==> src/rtl/keypad_pkg.sv <==
// keypad_pkg: shared state encoding, key codes and column/key helper functions
// for the 4x4 keypad scanner.
`default_nettype none

package keypad_pkg;

  typedef enum logic [1:0] {
    SCAN     = 2'd0,
    DEBOUNCE = 2'd1,
    HELD     = 2'd2
  } state_t;

  localparam logic [3:0] KEY_0    = 4'h0;
  localparam logic [3:0] KEY_1    = 4'h1;
  localparam logic [3:0] KEY_2    = 4'h2;
  localparam logic [3:0] KEY_3    = 4'h3;
  localparam logic [3:0] KEY_4    = 4'h4;
  localparam logic [3:0] KEY_5    = 4'h5;
  localparam logic [3:0] KEY_6    = 4'h6;
  localparam logic [3:0] KEY_7    = 4'h7;
  localparam logic [3:0] KEY_8    = 4'h8;
  localparam logic [3:0] KEY_9    = 4'h9;
  localparam logic [3:0] KEY_A    = 4'hA;
  localparam logic [3:0] KEY_B    = 4'hB;
  localparam logic [3:0] KEY_C    = 4'hC;
  localparam logic [3:0] KEY_D    = 4'hD;
  localparam logic [3:0] KEY_STAR = 4'hE;
  localparam logic [3:0] KEY_HASH = 4'hF;

  function automatic logic [3:0] key_code(input logic [1:0] row_idx, input logic [1:0] col_idx);
    logic [3:0] code;
    code = KEY_0;
    case ({row_idx, col_idx})
      4'd0:  code = KEY_1;
      4'd1:  code = KEY_2;
      4'd2:  code = KEY_3;
      4'd3:  code = KEY_A;
      4'd4:  code = KEY_4;
      4'd5:  code = KEY_5;
      4'd6:  code = KEY_6;
      4'd7:  code = KEY_B;
      4'd8:  code = KEY_7;
      4'd9:  code = KEY_8;
      4'd10: code = KEY_9;
      4'd11: code = KEY_C;
      4'd12: code = KEY_STAR;
      4'd13: code = KEY_0;
      4'd14: code = KEY_HASH;
      default: code = KEY_D;
    endcase
    return code;
  endfunction

  // Columns are active-low; the lowest-numbered low column wins.
  function automatic logic [1:0] lowest_low_col(input logic [3:0] cols);
    logic [1:0] idx;
    if (!cols[0])      idx = 2'd0;
    else if (!cols[1]) idx = 2'd1;
    else if (!cols[2]) idx = 2'd2;
    else               idx = 2'd3;
    return idx;
  endfunction

endpackage

`default_nettype wire

==> src/rtl/sync_2ff.sv <==
// sync_2ff: two-flop synchroniser; resets to all-ones so an idle active-low
// keypad reads as "no key" from the first cycle.
`default_nettype none

module sync_2ff #(
  parameter int WIDTH = 4
) (
  input  logic             clk,
  input  logic             rst,
  input  logic [WIDTH-1:0] d,
  output logic [WIDTH-1:0] q
);

  logic [WIDTH-1:0] meta;

  always_ff @(posedge clk or posedge rst) begin
    if (rst) begin
      meta <= '1;
      q    <= '1;
    end else begin
      meta <= d;
      q    <= meta;
    end
  end

endmodule

`default_nettype wire

==> src/rtl/keypad_scanner.sv <==
// keypad_scanner: rotates an active-low row strobe over a 4x4 keypad, debounces
// presses and releases, and emits one key_pressed pulse per accepted press.
`default_nettype none

module keypad_scanner
  import keypad_pkg::*;
#(
  parameter int SCAN_DIV       = 1000,
  parameter int DEBOUNCE_SCANS = 8
) (
  input  logic       clk,
  input  logic       rst,
  input  logic [3:0] col_in,
  output logic [3:0] row_out,
  output logic       key_pressed,
  output logic [3:0] keypad_out,
  output logic       key_held
);

  localparam int DIV_W = (SCAN_DIV > 1) ? $clog2(SCAN_DIV) : 1;
  localparam int CNT_W = $clog2(DEBOUNCE_SCANS + 1);
  localparam logic [DIV_W-1:0] DWELL_LAST = DIV_W'(SCAN_DIV - 1);
  localparam logic [CNT_W-1:0] CNT_TARGET = CNT_W'(DEBOUNCE_SCANS);

  logic [3:0]       col_s;
  logic [DIV_W-1:0] dwell;
  logic [1:0]       row_idx;
  logic [1:0]       cap_col;
  logic [CNT_W-1:0] count;
  state_t           state;

  logic             dwell_end;
  logic             hit;
  logic [1:0]       col_idx;
  logic             match;
  logic [CNT_W-1:0] count_inc;
  logic [CNT_W-1:0] press_count;

  sync_2ff #(.WIDTH(4)) u_col_sync (
    .clk (clk),
    .rst (rst),
    .d   (col_in),
    .q   (col_s)
  );

  assign dwell_end   = (dwell == DWELL_LAST);
  assign hit         = (col_s != 4'hF);
  assign col_idx     = lowest_low_col(col_s);
  assign count_inc   = count + CNT_W'(1);
  // A fresh capture from SCAN always counts as the first matching sample.
  assign match       = hit && ((state == SCAN) || (col_idx == cap_col));
  assign press_count = (state == SCAN) ? CNT_W'(1) : count_inc;
  assign row_out     = ~(4'b0001 << row_idx);

  always_ff @(posedge clk or posedge rst) begin
    if (rst) begin
      dwell       <= '0;
      row_idx     <= 2'd0;
      cap_col     <= 2'd0;
      count       <= '0;
      state       <= SCAN;
      key_pressed <= 1'b0;
      keypad_out  <= 4'h0;
      key_held    <= 1'b0;
    end else begin
      key_pressed <= 1'b0;
      dwell       <= dwell_end ? '0 : dwell + DIV_W'(1);
      if (dwell_end) begin
        case (state)
          SCAN, DEBOUNCE: begin
            if (!match) begin
              state   <= SCAN;
              count   <= '0;
              row_idx <= row_idx + 2'd1;
            end else if (press_count == CNT_TARGET) begin
              state       <= HELD;
              count       <= '0;
              key_pressed <= 1'b1;
              keypad_out  <= key_code(row_idx, col_idx);
              key_held    <= 1'b1;
            end else begin
              state   <= DEBOUNCE;
              count   <= press_count;
              cap_col <= col_idx;
            end
          end
          HELD: begin
            // Any low column, even a different key, keeps the release pending.
            if (hit) begin
              count <= '0;
            end else if (count_inc == CNT_TARGET) begin
              state    <= SCAN;
              count    <= '0;
              key_held <= 1'b0;
              row_idx  <= row_idx + 2'd1;
            end else begin
              count <= count_inc;
            end
          end
          default: begin
            state <= SCAN;
            count <= '0;
          end
        endcase
      end
    end
  end

endmodule

`default_nettype wire

==> config.mk <==
export PLATFORM = sky130hd
export DESIGN_NAME = keypad_scanner
export DESIGN_NICKNAME = d
export VERILOG_FILES = /design/src/rtl/keypad_pkg.sv /design/src/rtl/sync_2ff.sv /design/src/rtl/keypad_scanner.sv
export SDC_FILE = /design/constraint.sdc
export NUM_CORES = 1
export LEC_CHECK = 0
export BUFFER_PORTS_ARGS = -buffer_cell sky130_fd_sc_hd__buf_2
export CORE_MARGIN = 3
export CORE_UTILIZATION = 55
export CTS_BUF_LIST = sky130_fd_sc_hd__clkbuf_16
export DETAILED_ROUTE_END_ITERATION = 10
export GPL_ROUTABILITY_DRIVEN = 0
export GPL_TIMING_DRIVEN = 0
export PLACE_DENSITY = 0.74
export SLEW_MARGIN = 30
export SYNTH_ARGS = -nofsm -noshare
export SYNTH_HDL_FRONTEND = slang
export SYNTH_SLANG_ARGS = --single-unit
==> constraint.sdc <==
create_clock -name clk -period 4.82 [get_ports clk]
set_input_delay 0.241 -clock clk [delete_from_list [all_inputs] [get_ports clk]]
set_output_delay 0.241 -clock clk [all_outputs]
set_load 0.005 [all_outputs]
==> impl_metrics.py, run 1 <==
metrics = {
    "run_status": {
        "status": "completed",
    },
    "timing": {
        "slew_violations": 0,
        "min_period_over_period_pct": 47.6,
        "setup_ws_ns": 2.53,
        "final.setup.tns_ns": 0,
        "relSlewSlack_pct": 54.3,
        "setup_violations": 0,
        "finClkSkew_ns": 0.00152,
        "finalHoldViolCount": 0,
        "rsz0062_at_grt": "false",
        "tightest_slew_ns": 0.685,
        "fmax_mhz": 436,
        "period_needed_ns": 2.29,
    },
    "clock_tree": {
        "cts_buffer_depth": 2,
        "clock-sinks": 34,
        "cts_tree": "done",
        "ctsResizeCount": 0,
        "clkTransAtPathRegs_ns": 0.05,
        "htree_levels": 2,
        "root_buffer": "clkbuf_16",
        "postCtsSetupBuffers": 0,
        "clk_latency_ns": 0.28,
        "ctsHoldBuffers": 0,
        "cts_made_buffers": 5,
    },
    "synth": {
        "synth_common_cells": "dfrtp_1 (26), nand2_1 (14), inv_1 (13)",
        "synth_edf_count": 0,
        "synth_warnings": 0,
        "synth_area_um2": 1880,
        "syn_inst": 177,
        "seq_area_frac_synth_pct": 45.7,
        "synth_most_common_cell": "dfrtp_1",
        "synth-async-reset-ratio_pct": 100,
        "ys_types": 51,
        "netlist_top_cells_area": "dfrtp_1 (35%), dfstp_2 (11%), ha_1 (8.0%), mux2_2 (3.6%), xor2_1 (3.3%)",
        "synth_top_area_share_pct": 34.5,
        "synth_nets": 195,
        "synth_ff_type": "dfrtp_1",
        "synth_top_cell_by_area": "dfrtp_1",
        "ys_ff_latch": 34,
        "syn_area_per_cell_um2": 10.6,
    },
    "floorplan": {
        "start_util_pct": 59.8,
        "io_pins": 16,
        "die_w_um": 64.5,
        "dieArea_um2": 4160,
        "die_h_um": 64.5,
        "core-area_um2": 3150,
        "rows": 20,
    },
    "route": {
        "vias": 1404,
        "top_layer_used": "met4",
        "drtIter0Drc": 73,
        "drtPass1Iterations": 4,
        "drtAntennaViolNets": 0,
        "wl_met3_um": 158,
        "wl_met2_um": 1670,
        "drt_wl_total_um": 3580,
        "routed_via_density": 5.75,
        "wl_met1_um": 1690,
        "drc": 0,
        "wire_per_inst_um": 14.7,
    },
    "grt": {
        "grt_max_degree": 35,
        "grt_pass1_vias": 1379,
        "grt.total_usage_pct": 19.6,
        "globalRouteOverflowTotal": 0,
        "grt_first_pass_wirelength_um": 6290,
        "grt_antenna_before_repair": 0,
    },
    "setup_path": {
        "crit_path_start_kind": "flop",
        "worstPathArrival_ns": 2.45,
        "worst-path-max-fanout": 7,
        "end_kind": "flop",
        "crit_type": "reg -> reg",
        "critPathRequiredTime_ns": 4.98,
    },
    "pwr": {
        "ir_drop_v": 0.000302,
        "leakagePower_nw": 0.980,
        "p_per_area_nw_per_um2": 287,
        "fin_total_pwr_mw": 0.618,
    },
    "job": {
        "drv_cap": 0,
    },
    "placement": {
        "place_ws_ns": 2.60,
        "dp_hpwl_um": 2590,
        "numPortBuffers": 15,
    },
    "layout": {
        "area_growth_pct": 14.4,
        "final_nets": 217,
        "n_antenna_cell": 0,
        "fillers": 251,
        "drive_gt1_share_pct": 25.5,
    },
    "worst_hold_path": {
        "hold_path_class": "in -> reg",
    },
}
cell usage in the layout, fill, tap and decap left out, drive strengths merged, types with 2 or more instances in the layout:
cell type	instances
buf	20
or2	2
mux2i	4
and2	2
ha	12
and4	3
xor2	7
clkinv	2
dfrtp	26
nand4	5
a21oi	3
mux2	6
a31oi	3
inv	13
o2111ai	2
o31ai	2
nor2	11
o21ai	10
dfstp	8
clkbuf	5
a41oi	2
a21o	2
nand3	7
nand2	14
nor3	2
xnor2	3
o211ai	2
nand2b	2
per-stage QoR:
stage | hold WS, ns | instance area [um^2] | util, % | std cells
after floorplan | 0.245 | 1880 | - | 177
after global placement | 0.345 | 2010 | 63.9 | 236
after detailed placement | 0.347 | 2010 | 63.9 | 236
after CTS | 0.0550 | 2160 | 68.4 | 244
after global routing | 0.0535 | 2160 | 68.4 | 244
final | 0.0604 | 2160 | 68.4 | 244
power breakdown:
| part | internal (mW) | switching (mW) |
|---|---|---|
| combinational | 0.00700 | 0.0140 |
| sequential | 0.292 | 0.00236 |
| clock | 0.188 | 0.115 |
| total | 0.487 | 0.131 |
layer usage:
layer / vias up / track usage [%]
met1: 683 / 25.3
met3: 5 / 4.68
li1: 678 / -
met5: - / 0
met4: 0 / 7.92
met2: 38 / 31.8
registers in the layout, indices dropped and copies added, names as in the netlist:
register         flops
count                4
cap_col              2
row_idx              2
key_held             1
u_col_sync.meta      4
u_col_sync.q         4
keypad_out           4
state                2
dwell               10
key_pressed          1
critical path, cell delays in order (launching register included):
cell	delay (ns)
dfrtp_1	0.38
ha_1	0.22
nand2_1	0.08
nor4_2	0.31
nand4_2	0.35
nor3_4	0.44
mux2_2	0.39
kinds of logic (layout without fill, tap and decap cells):
kind of cell               Yosys count  in the layout  share of synthesized area, %
xor gates and xnor gates            10             10                          4.65
and+or+nand+nor                     57             57                          17.4
AOI/OAI and AO/OA                   36             36                          13.7
DFF                                 34             34                          45.7
adders and majority gates           12             12                          7.97
buffers and inverters               18             41                          4.91
muxes                               10             10                          5.71
layout make-up:
| cell class | count | area (um^2) | area share [%] |
|---|---|---|---|
| Buffer | 5 | 43.8 | 2.03 |
| Clock buffer | 5 | 125 | 5.80 |
| Clock inverter | 3 | 16.3 | 0.754 |
| Inverter | 13 | 48.8 | 2.26 |
| Multi-Input combinational cell | 125 | 931 | 43.2 |
| Sequential cell | 34 | 861 | 39.9 |
| Tap cell | 44 | 55.1 | 2.55 |
| Timing Repair Buffer | 15 | 75.1 | 3.48 |
worst paths after layout:
| kind | startpoint | end | slack, ns | cells after the start |
|---|---|---|---|---|
| worst max-delay path | dwell[0] | keypad_out[2] | 2.53 | 6 |
| worst min-delay path | col_in[0] | u_col_sync.meta[0] | 0.06 | 1 |
| worst max register to register | dwell[0] | keypad_out[2] | 2.53 | 6 |
| worst min register to register | u_col_sync.meta[0] | u_col_sync.q[0] | 0.35 | 0 |
| max in group asynchronous | rst | row_idx[0] | 4.31 | 2 |
| min in group asynchronous | rst | dwell[1] | 0.07 | 2 |
No activity file was read; power rests on OpenSTA's default activity.
==> run 2: changes to the inputs <==
--- a/config.mk
+++ b/config.mk
@@ -7,12 +7,12 @@
 export LEC_CHECK = 0
 export BUFFER_PORTS_ARGS = -buffer_cell sky130_fd_sc_hd__buf_2
 export CORE_MARGIN = 3
-export CORE_UTILIZATION = 55
+export CORE_UTILIZATION = 53
 export CTS_BUF_LIST = sky130_fd_sc_hd__clkbuf_16
 export DETAILED_ROUTE_END_ITERATION = 10
 export GPL_ROUTABILITY_DRIVEN = 0
 export GPL_TIMING_DRIVEN = 0
-export PLACE_DENSITY = 0.74
+export PLACE_DENSITY = 0.75
 export SLEW_MARGIN = 30
 export SYNTH_ARGS = -nofsm -noshare
 export SYNTH_HDL_FRONTEND = slang
==> constraint.sdc (replaced) <==
create_clock -name clk -period 2 [get_ports clk]
set_input_delay 0.1 -clock clk [delete_from_list [all_inputs] [get_ports clk]]
set_output_delay 0.1 -clock clk [all_outputs]
set_load 0.005 [all_outputs]
==> impl_metrics.py, run 2 (same netlist as run 1, synthesis figures left out) <==
metrics = {
    "route": {
        "drtIter0Drc": 93,
        "drtPass1Iterations": 4,
        "drc": 0,
        "wire_per_inst_um": 15.6,
        "vias": 1515,
        "drt_wl_total_um": 4160,
        "drtAntennaViolNets": 0,
        "routed_via_density": 5.70,
    },
    "layout": {
        "area_growth_pct": 30.9,
        "drive_gt1_share_pct": 36.4,
        "largest-register": "dwell",
        "fin_util_pct": 72.8,
        "final_nets": 237,
        "final_cell_mix": "dfrtp_1 (23), buf_2 (15), buf_4 (14), nand2_1 (13), inv_1 (12)",
        "final_common_cell": "dfrtp_1",
        "largest_reg_flops": 10,
        "n_antenna_cell": 0,
        "design_area_um2": 2470,
        "finalNonFillerCells": 266,
    },
    "timing": {
        "min_period_over_period_pct": 99.7,
        "fmax_mhz": 502,
        "tightest_slew_ns": 0.691,
        "finClkSkew_ns": 0.00306,
        "slew_violations": 0,
        "setup_ws_ns": 0.00610,
        "setup_violations": 0,
        "period_needed_ns": 1.99,
        "rsz0062_at_grt": "true",
        "finalHoldViolCount": 0,
        "relSlewSlack_pct": 53.8,
    },
    "setup_path": {
        "critPathRequiredTime_ns": 2.15,
        "crit_path_top_delay_cell": "or3b_1",
        "r2r_cells": 6,
        "max_stage_delay_ns": 0.43,
        "path_delay_family": "simple AND/OR/NAND/NOR gates",
        "crit_chain": "buf_12 -> or3b_1 -> a31o_4 -> nor3_4 -> buf_6 -> mux2_4",
        "cp_num_buf_inv": 2,
        "worst-path-max-fanout": 7,
        "worstPathArrival_ns": 2.15,
        "end_kind": "flop",
        "crit_path_start_kind": "flop",
        "worst-path-stages": 6,
        "crit_type": "reg -> reg",
    },
    "clock_tree": {
        "cts_buffer_depth": 2,
        "cts_made_buffers": 5,
        "clk_latency_ns": 0.27,
        "cts_tree": "done",
        "htree_levels": 2,
        "clkTransAtPathRegs_ns": 0.05,
        "root_buffer": "clkbuf_16",
        "clock-sinks": 34,
    },
    "floorplan": {
        "core-area_um2": 3390,
        "rows": 21,
        "dieArea_um2": 4310,
        "die_w_um": 65.6,
        "io_pins": 16,
        "start_util_pct": 55.6,
        "die_h_um": 65.6,
    },
    "worst_hold_path": {
        "hold_path_class": "reg -> reg",
        "whs_path_depth": 0,
    },
    "job": {
        "drv_cap": 0,
    },
    "grt": {
        "grt_pass1_vias": 1470,
        "grt_max_degree": 35,
        "globalRouteOverflowTotal": 0,
        "grt.total_usage_pct": 21.0,
        "grt_antenna_before_repair": 0,
        "grt_first_pass_wirelength_um": 6800,
    },
    "placement": {
        "numPortBuffers": 15,
        "dp.cells": 238,
        "placed_area_um2": 2020,
        "dp_hpwl_um": 2560,
        "place_ws_ns": -0.202,
    },
    "run_status": {
        "status": "completed",
    },
    "pwr": {
        "fin_total_pwr_mw": 1.49,
        "leakagePower_nw": 1.12,
        "ir_drop_v": 0.000655,
        "p_per_area_nw_per_um2": 604,
    },
}
-- run 2: where the power goes --
| group | internal (mW) | leakage (nW) | switching (mW) |
|---|---|---|---|
| Clock | 0.449 | 0.0724 | 0.261 |
| Sequential | 0.704 | 0.429 | 0.00623 |
| Combinational | 0.0295 | 0.615 | 0.0397 |
-- run 2: final timing paths --
path | start | end | slack (ns)
min in group asynchronous | rst | dwell[1] | 0.50
max in group asynchronous | rst | count[0] | 1.02
min reg2reg | u_col_sync.meta[3] | u_col_sync.q[3] | 0.35
max | u_col_sync.q[1] | keypad_out[3] | 0.006
max reg2reg | u_col_sync.q[1] | keypad_out[3] | 0.006
min | u_col_sync.meta[3] | u_col_sync.q[3] | 0.35
-- run 2: layout make-up --
cell class	count	area (um^2)
Tap cell	46	57.6
Buffer	5	52.6
Clock inverter	3	12.5
Clock buffer	5	125
Sequential cell	34	865
Inverter	13	48.8
Fill cell	226	923
Timing Repair Buffer	35	254
Multi-Input combinational cell	125	1050
-- run 2: through the flow --
step / setup TNS, ns / hold WS, ns
after floorplan: 0 / 0.104
after global placement: -0.677 / 0.206
after detailed placement: -0.906 / 0.206
after CTS: 0 / 0.355
after global routing: -0.532 / 0.358
final: 0 / 0.354
-- run 2: repair_timing --
item	in CTS	in global routing
hold buffers	5	0
buffers inserted	7	8
pin swaps	2	7
resized for setup	10	19
hold endpoints to repair	30	0
endpoints found under the setup margin	7	10
-- run 2: routing by layer --
metal	track usage (%)	up-vias	wire, um
met5	0	-	0
met3	5.98	15	169
met4	10.6	0	143
met1	26.4	742	1750
li1	-	716	-
met2	32.7	42	2100
==> run 3: changes to the inputs <==
--- a/config.mk
+++ b/config.mk
@@ -7,12 +7,11 @@
 export LEC_CHECK = 0
 export BUFFER_PORTS_ARGS = -buffer_cell sky130_fd_sc_hd__buf_2
 export CORE_MARGIN = 3
-export CORE_UTILIZATION = 53
+export CORE_UTILIZATION = 40
 export CTS_BUF_LIST = sky130_fd_sc_hd__clkbuf_16
 export DETAILED_ROUTE_END_ITERATION = 10
 export GPL_ROUTABILITY_DRIVEN = 0
 export GPL_TIMING_DRIVEN = 0
-export PLACE_DENSITY = 0.75
 export SLEW_MARGIN = 30
 export SYNTH_ARGS = -nofsm -noshare
 export SYNTH_HDL_FRONTEND = slang
==> impl_metrics.py, run 3 (same netlist as run 1, synthesis figures left out) <==
metrics = {
    "setup_path": {
        "regToRegSetupSlack_ns": 0.0004,
        "end_kind": "flop",
        "crit_path_start_kind": "flop",
        "crit_type": "reg -> reg",
        "critPathRequiredTime_ns": 2.16,
        "worstPathArrival_ns": 2.16,
        "worst-path-max-fanout": 4,
    },
    "floorplan": {
        "rows": 24,
        "core-area_um2": 4440,
        "start_util_pct": 42.4,
        "die_w_um": 74.6,
        "dieArea_um2": 5570,
        "die_h_um": 74.6,
        "io_pins": 16,
    },
    "layout": {
        "final_common_cell": "dfrtp_1",
        "design_area_um2": 2390,
        "largest-register": "dwell",
        "largest_reg_flops": 10,
        "drive_gt1_share_pct": 33.0,
        "area_growth_pct": 27.0,
        "final_cell_mix": "dfrtp_1 (24), buf_2 (15), nand2_1 (14), inv_1 (12), nor2_1 (11)",
        "final_nets": 232,
        "n_antenna_cell": 0,
        "finalNonFillerCells": 267,
        "fin_util_pct": 53.9,
    },
    "route": {
        "drtPass1Iterations": 4,
        "drtIter0Drc": 87,
        "drt_wl_total_um": 3990,
        "routed_via_density": 5.53,
        "vias": 1476,
        "drc": 0,
        "wire_per_inst_um": 15.0,
        "drtAntennaViolNets": 0,
    },
    "grt": {
        "grtUsageMet2_pct": 25.3,
        "grt_antenna_before_repair": 0,
        "grt.busiest_layer": "met2",
        "grt_util_met3_pct": 2.40,
        "grt.total_usage_pct": 15.2,
        "globalRouteOverflowTotal": 0,
        "grt_max_degree": 35,
        "grt_first_pass_wirelength_um": 6470,
        "grt_pass1_vias": 1421,
        "gr-usage-met1_pct": 19.6,
    },
    "clock_tree": {
        "clkTransAtPathRegs_ns": 0.05,
        "clk_latency_ns": 0.27,
        "clock-sinks": 34,
        "cts_buffer_depth": 2,
        "root_buffer": "clkbuf_16",
        "htree_levels": 2,
        "cts_tree": "done",
        "cts_made_buffers": 5,
    },
    "run_status": {
        "status": "completed",
    },
    "timing": {
        "finalHoldViolCount": 0,
        "slew_violations": 0,
        "tightest_slew_ns": 0.692,
        "hold_slack_ns": 0.354,
        "min_period_over_period_pct": 100,
        "relSlewSlack_pct": 53.8,
        "setup_violations": 0,
        "finClkSkew_ns": 0.00384,
        "period_needed_ns": 2.00,
        "setup_ws_ns": 0.000417,
        "final.setup.tns_ns": 0,
        "fmax_mhz": 500,
        "rsz0062_at_grt": "true",
    },
    "placement": {
        "dp_hpwl_um": 2700,
        "dp.cells": 244,
        "placed_area_um2": 2020,
        "numPortBuffers": 15,
        "place_ws_ns": -0.218,
    },
    "pwr": {
        "fin_total_pwr_mw": 1.49,
        "p_per_area_nw_per_um2": 621,
        "leakagePower_nw": 1.07,
        "ir_drop_v": 0.000547,
    },
    "job": {
        "drv_cap": 0,
    },
    "worst_hold_path": {
        "hold_path_class": "reg -> reg",
    },
}
[run 3: critical path: stages, from the launching register on]
cell	delay, ns
dfstp_2	0.57
nand2b_4	0.07
o311a_1	0.32
a31o_4	0.25
nor3_4	0.34
mux2_4	0.34
[run 3: report_power, final]
group	switching, mW	internal (mW)
registers	0.00665	0.704
clock network	0.264	0.449
logic	0.0367	0.0262
total	0.307	1.18
[run 3: worst paths after layout]
kind                            depth (start not counted)                from               to
max in group asynchronous                               3                 rst         count[1]
worst min register to register                          0  u_col_sync.meta[1]  u_col_sync.q[1]
worst max register to register                          5     u_col_sync.q[1]    keypad_out[3]
worst min-delay path                                    0  u_col_sync.meta[1]  u_col_sync.q[1]
min in group asynchronous                               3                 rst         dwell[2]
worst max-delay path                                    5     u_col_sync.q[1]    keypad_out[3]
[run 3: area by class of cell]
class                   instances  area, um^2
fillers                       401        2050
multi-input cells             125        1030
flip-flops and latches         34         863
repair buffers                 30         204
clock buffers                   5         125
well taps                      52        65.1
plain buffers                   5        48.8
inverters                      13        48.8
clock inverters                 3        12.5
[run 3: routing by layer]
layer / routed length (um) / up-vias
met2: 2020 / 25
li1: - / 709
met1: 1790 / 733
met4: 84 / 0
met3: 96 / 9
met5: 0 / -
[run 3: what timing repair did]
action / in CTS / in global routing
gates cloned: 0 / 0
pin swaps: 2 / 7
gates resized for setup: 6 / 16
endpoints found under the setup margin: 7 / 10
buffers inserted: 3 / 7
endpoints found under the hold margin: 30 / 0
hold buffers: 5 / 0
